## src/rtl/t06_direction_queue.sv

```systemverilog
// Per-player direction input queue: button press edges become turn requests,
// filtered against the newest pending direction and applied one per game tick.
module t06_direction_queue #(
    parameter int         NUM_PLAYERS = 2,
    parameter int         QUEUE_DEPTH = 4,
    parameter logic [1:0] RESET_DIR   = 2'b11,
    localparam int        CW          = $clog2(QUEUE_DEPTH + 1)
) (
    input  logic                      clk,
    input  logic                      nrst,
    input  logic                      tick,
    input  logic [NUM_PLAYERS-1:0]    btn_up,
    input  logic [NUM_PLAYERS-1:0]    btn_down,
    input  logic [NUM_PLAYERS-1:0]    btn_left,
    input  logic [NUM_PLAYERS-1:0]    btn_right,
    input  logic [NUM_PLAYERS-1:0]    bad_collision,
    output logic [2*NUM_PLAYERS-1:0]  direction_out,
    output logic [CW*NUM_PLAYERS-1:0] queue_count,
    output logic [NUM_PLAYERS-1:0]    overflow
);

    localparam int PW = $clog2(QUEUE_DEPTH);

    localparam logic [1:0] DIR_UP    = 2'b00;
    localparam logic [1:0] DIR_DOWN  = 2'b01;
    localparam logic [1:0] DIR_LEFT  = 2'b10;
    localparam logic [1:0] DIR_RIGHT = 2'b11;

    for (genvar g = 0; g < NUM_PLAYERS; g++) begin : g_chan
        logic [3:0]    btn_now;
        logic [3:0]    btn_prev_q, btn_prev_d;
        logic [3:0]    rise;
        logic [1:0]    dir_q, dir_d;
        logic [1:0]    mem_q [QUEUE_DEPTH];
        logic [1:0]    mem_d [QUEUE_DEPTH];
        logic [PW-1:0] wr_ptr_q, wr_ptr_d;
        logic [PW-1:0] rd_ptr_q, rd_ptr_d;
        logic [CW-1:0] cnt_q, cnt_d;
        logic          ovf_q, ovf_d;
        logic          has_cand;
        logic [1:0]    cand;
        logic [1:0]    tail;
        logic          valid_turn;
        logic          full;
        logic          do_push;
        logic          do_pop;

        // bit order {left, down, right, up}
        assign btn_now = {btn_left[g], btn_down[g], btn_right[g], btn_up[g]};

        always_comb begin
            rise       = btn_now & ~btn_prev_q;
            btn_prev_d = btn_now;
            has_cand   = |rise;

            // later assignments win, giving up > right > down > left
            cand = DIR_LEFT;
            if (rise[2]) cand = DIR_DOWN;
            if (rise[1]) cand = DIR_RIGHT;
            if (rise[0]) cand = DIR_UP;

            tail       = (cnt_q != '0) ? mem_q[wr_ptr_q - PW'(1)] : dir_q;
            // a turn is useful only if it changes axis relative to the tail
            valid_turn = has_cand && (cand[1] != tail[1]);
            full       = (cnt_q == CW'(QUEUE_DEPTH));
            do_push    = valid_turn && !full;
            do_pop     = tick && (cnt_q != '0);

            mem_d    = mem_q;
            wr_ptr_d = wr_ptr_q;
            rd_ptr_d = rd_ptr_q;
            dir_d    = dir_q;
            ovf_d    = valid_turn && full;

            if (do_push) begin
                mem_d[wr_ptr_q] = cand;
                wr_ptr_d        = wr_ptr_q + PW'(1);
            end
            if (do_pop) begin
                dir_d    = mem_q[rd_ptr_q];
                rd_ptr_d = rd_ptr_q + PW'(1);
            end
            cnt_d = cnt_q + CW'(do_push) - CW'(do_pop);

            // collision restarts the channel but leaves button history tracking
            if (bad_collision[g]) begin
                dir_d    = RESET_DIR;
                cnt_d    = '0;
                wr_ptr_d = '0;
                rd_ptr_d = '0;
                ovf_d    = 1'b0;
            end
        end

        always_ff @(posedge clk or posedge nrst) begin
            if (nrst) begin
                btn_prev_q <= '0;
                dir_q      <= RESET_DIR;
                cnt_q      <= '0;
                wr_ptr_q   <= '0;
                rd_ptr_q   <= '0;
                ovf_q      <= 1'b0;
                for (int i = 0; i < QUEUE_DEPTH; i++) begin
                    mem_q[i] <= DIR_UP;
                end
            end else begin
                btn_prev_q <= btn_prev_d;
                dir_q      <= dir_d;
                cnt_q      <= cnt_d;
                wr_ptr_q   <= wr_ptr_d;
                rd_ptr_q   <= rd_ptr_d;
                ovf_q      <= ovf_d;
                mem_q      <= mem_d;
            end
        end

        assign direction_out[2*g +: 2] = dir_q;
        assign queue_count[CW*g +: CW] = cnt_q;
        assign overflow[g]             = ovf_q;
    end

endmodule

```

## config.mk

```make
export PLATFORM = sky130hd
export DESIGN_NAME = t06_direction_queue
export DESIGN_NICKNAME = d
export VERILOG_FILES = /design/src/rtl/t06_direction_queue.sv
export SDC_FILE = /design/constraint.sdc
export NUM_CORES = 1
export LEC_CHECK = 0
export CORE_ASPECT_RATIO = 1.4
export CORE_MARGIN = 3
export CORE_UTILIZATION = 25
export DETAILED_ROUTE_END_ITERATION = 16
export SLEW_MARGIN = 40
export SYNTH_ARGS = -nofsm -noshare
export SYNTH_HDL_FRONTEND = slang
export SYNTH_SLANG_ARGS = --single-unit
```

## constraint.sdc

```tcl
create_clock -name clk -period 4.38 [get_ports clk]
set_input_delay 1.095 -clock clk [delete_from_list [all_inputs] [get_ports clk]]
set_output_delay 1.095 -clock clk [all_outputs]
set_load 0.01 [all_outputs]
```

==> run metrics <==
status=finished clean; total track usage=0.0890; Synth Register Bits=between 40 and 50; top post-synthesis cells by area=dfrtp_1, mux2_1, ha_1, mux4_2, dfstp_2; YS warnings=0; vias in the first global route=between 1500 and 2000; Mapped Nets=216; crit share post-route=0.850; Slew Viols, Final=0; routed vias=~1400; Port Buffers=24; most frequent CP cell=inv_1; crit end category=flop; Non-Filler Cell Area, Final=0.00288 mm²; CP arrival=about 3900 ps; Post-DP HPWL=~3200 µm; Peak Freq=around 270 MHz; die area=about 0.011 mm²; Syn Area/Cell=around 13 µm²; post-place instance area=~0.0027 mm²; WP data required=4530 ps; most area-hungry cell type in the Yosys netlist=dfrtp_1; dpl ws=roughly 360 ps; Pre-Repair DR Iteration Count=4; count of different cell masters after synthesis=33; VDD IR max=~170 µV; Routed Antenna Nets=0; placed insts=roughly 320; first-pass GRT wire length=7420 µm; diode count=0; final hold vios=0; crit path time final=around 3700 ps; Syn-to-layout area delta=21.5%; max incr delay on CP=550 ps; Hold WC Path Type=flop to flop; antenna violations before repair=0; CTS Buffer Depth=2; final net count=244; number of I/O pins=25; Slew headroom=0.637; number of CTS-inserted buffers=5; largest net degree at the start of global routing=45; CTS clk-pin slew, worst paths=approximately 60 ps; share of the synthesized area in the top cell type=0.422; global route total overflow=0; final wirelength=approximately 4100 µm; commonest non-fill, non-tap cell in the layout=dfrtp_1; Worst Max-Slew Pin Slew=about 540 ps; CP max-delay cell=or4_1; Pleak=1.23 nW; Final Worst Setup Slack=~660 ps; post-CTS setup buffer count=0; most frequent cells in the layout=dfrtp_1, clkdlybuf4s50_1, nor2_1, mux2_1, nand2_1; Fin Clk Skew=approximately 1.1 ps; RSZ-0062 raised after global routing=false; final std cells w/o fill=roughly 330; Initial Util=0.260; DR WL/cell=about 12 µm; PwrDens=approximately 660 mW/mm²; drt initial violations=60; Core Box Area=roughly 0.0091 mm²; gp weighted congestion=a little over 0.7; Resized cells post-CTS=0; Die X-Extent=just under 90 µm; Clock Sinks=44; hold_buf cts=0; total negative slack=0 ps; root buf cell=clkbuf_16; sequential fraction of the synthesis area=0.466; Cell Chain, Critical Path=clkdlybuf4s50_1, nor2b_1, or4_1, and2_0, and2_4, inv_1, ha_1, inv_1, ha_1, inv_1, fa_1, xor2_1, xnor2_1, nor2_1; critical path launch point type=input pin; H-tree Lvls=2; share of cells above drive strength 1=0.188; crit-path max FO=3; Synth Instances=approximately 190; final setup fails=0; synthesized area=0.00237 mm²; DRC Markers=0; critical path class=input pin to flop; Layout Utilization=0.316; drt via density=approximately 4.4; Worst-Skew Late Latency=approximately 280 ps; Core Rows=41; Max-cap violations=0; CTS tree=built; Die Y-Extent=roughly 120 µm
[area by class of cell]
class                   count  area [µm²]
repair buffers             27         263
clock buffers               8         146
well taps                 107         134
inverters                  13        51.3
flip-flops and latches     44        1110
fillers                   923        6250
multi-input cells         126        1180
[metal layers]
layer / up-vias / GRT usage / share of wire
li1: 689 / - / -
met1: 702 / 0.104 / 0.41
met2: 17 / 0.150 / 0.53
met3: 6 / 0.0204 / 0.032
met4: 0 / 0.0425 / 0.025
met5: - / 0 / 0
[per-stage QoR]
stage | power [mW] | hold WS, ps
2_1_floorplan | 1.34 | 459
3_3_place_gp | 1.55 | 473
3_5_place_dp | 1.57 | 477
4_1_cts | 1.95 | 486
5_1_grt | 2.08 | 512
6_report | 1.91 | 480
[worst paths after layout]
kind / cells past startpoint / startpoint / slack, ps / end
setup / recovery: 14 / btn_up[1] / 660 / g_chan[1].cnt_q[2]
hold / removal: 2 / g_chan[0].dir_q[0] / 480 / g_chan[0].dir_q[0]
setup reg to reg: 15 / g_chan[0].wr_ptr_q[0] / 1130 / g_chan[0].cnt_q[2]
hold reg to reg: 2 / g_chan[0].dir_q[0] / 480 / g_chan[0].dir_q[0]
max in group asynchronous: 2 / nrst / 2780 / g_chan[0].dir_q[0]
min in group asynchronous: 2 / nrst / 1220 / g_chan[0].btn_prev_q[3]
[worst max-delay path, delay by kind of cell]
kind                       cells  cell delay, ps
buffers and inverters          4             590
and+or+nand+nor                5            1150
xor gates and xnor gates       2             320
adders and majority gates      3             730
[synth_stat cells]
cell type and number:
nor2b_1 9, xnor2_1 4, nand2b_1 4, nor3_4 2, mux2_1 16, and2_4 2, a21oi_4 1, a21oi_2 1
nand4b_1 2, inv_1 13, nand3b_1 4, or4_1 2, and2_0 2, buf_2 1, mux2i_4 2, mux4_2 6
xnor2_4 2, ha_1 12, dfrtp_1 40, or2b_1 2, fa_1 2, buf_4 3, nor2_1 16, clkbuf_1 2
nand3_2 8, o21ai_1 2, nor2b_4 1, o31ai_2 2, dfstp_2 4, nand3_1 2, nor3_1 2, xor2_1 4
nand2_1 14
[registers in the layout (all words and copies together), names as in the netlist]
signal / flops
g_chan.cnt_q: 6
g_chan.wr_ptr_q: 4
g_chan.dir_q: 4
g_chan.ovf_q: 2
g_chan.rd_ptr_q: 4
g_chan.btn_prev_q: 8
g_chan.mem_q: 16
[power breakdown]
group	internal [mW]	switching (mW)
Clock	0.227	0.140
Sequential	0.546	0.126
Combinational	0.478	0.396
Total	1.25	0.663
[cell families (layout without fill, tap and decap cells)]
kind of cell               after synthesis  count (layout)  synth area share
muxes                                   24              24             0.152
and+or+nand+nor                         72              72             0.189
adders and majority gates               14              14            0.0801
buffers and inverters                   19              48            0.0353
AOI/OAI and AO/OA                        6               6            0.0253
DFF                                     44              44             0.466
xor gates and xnor gates                10              10            0.0527
Power figures use the tool's default switching activity.
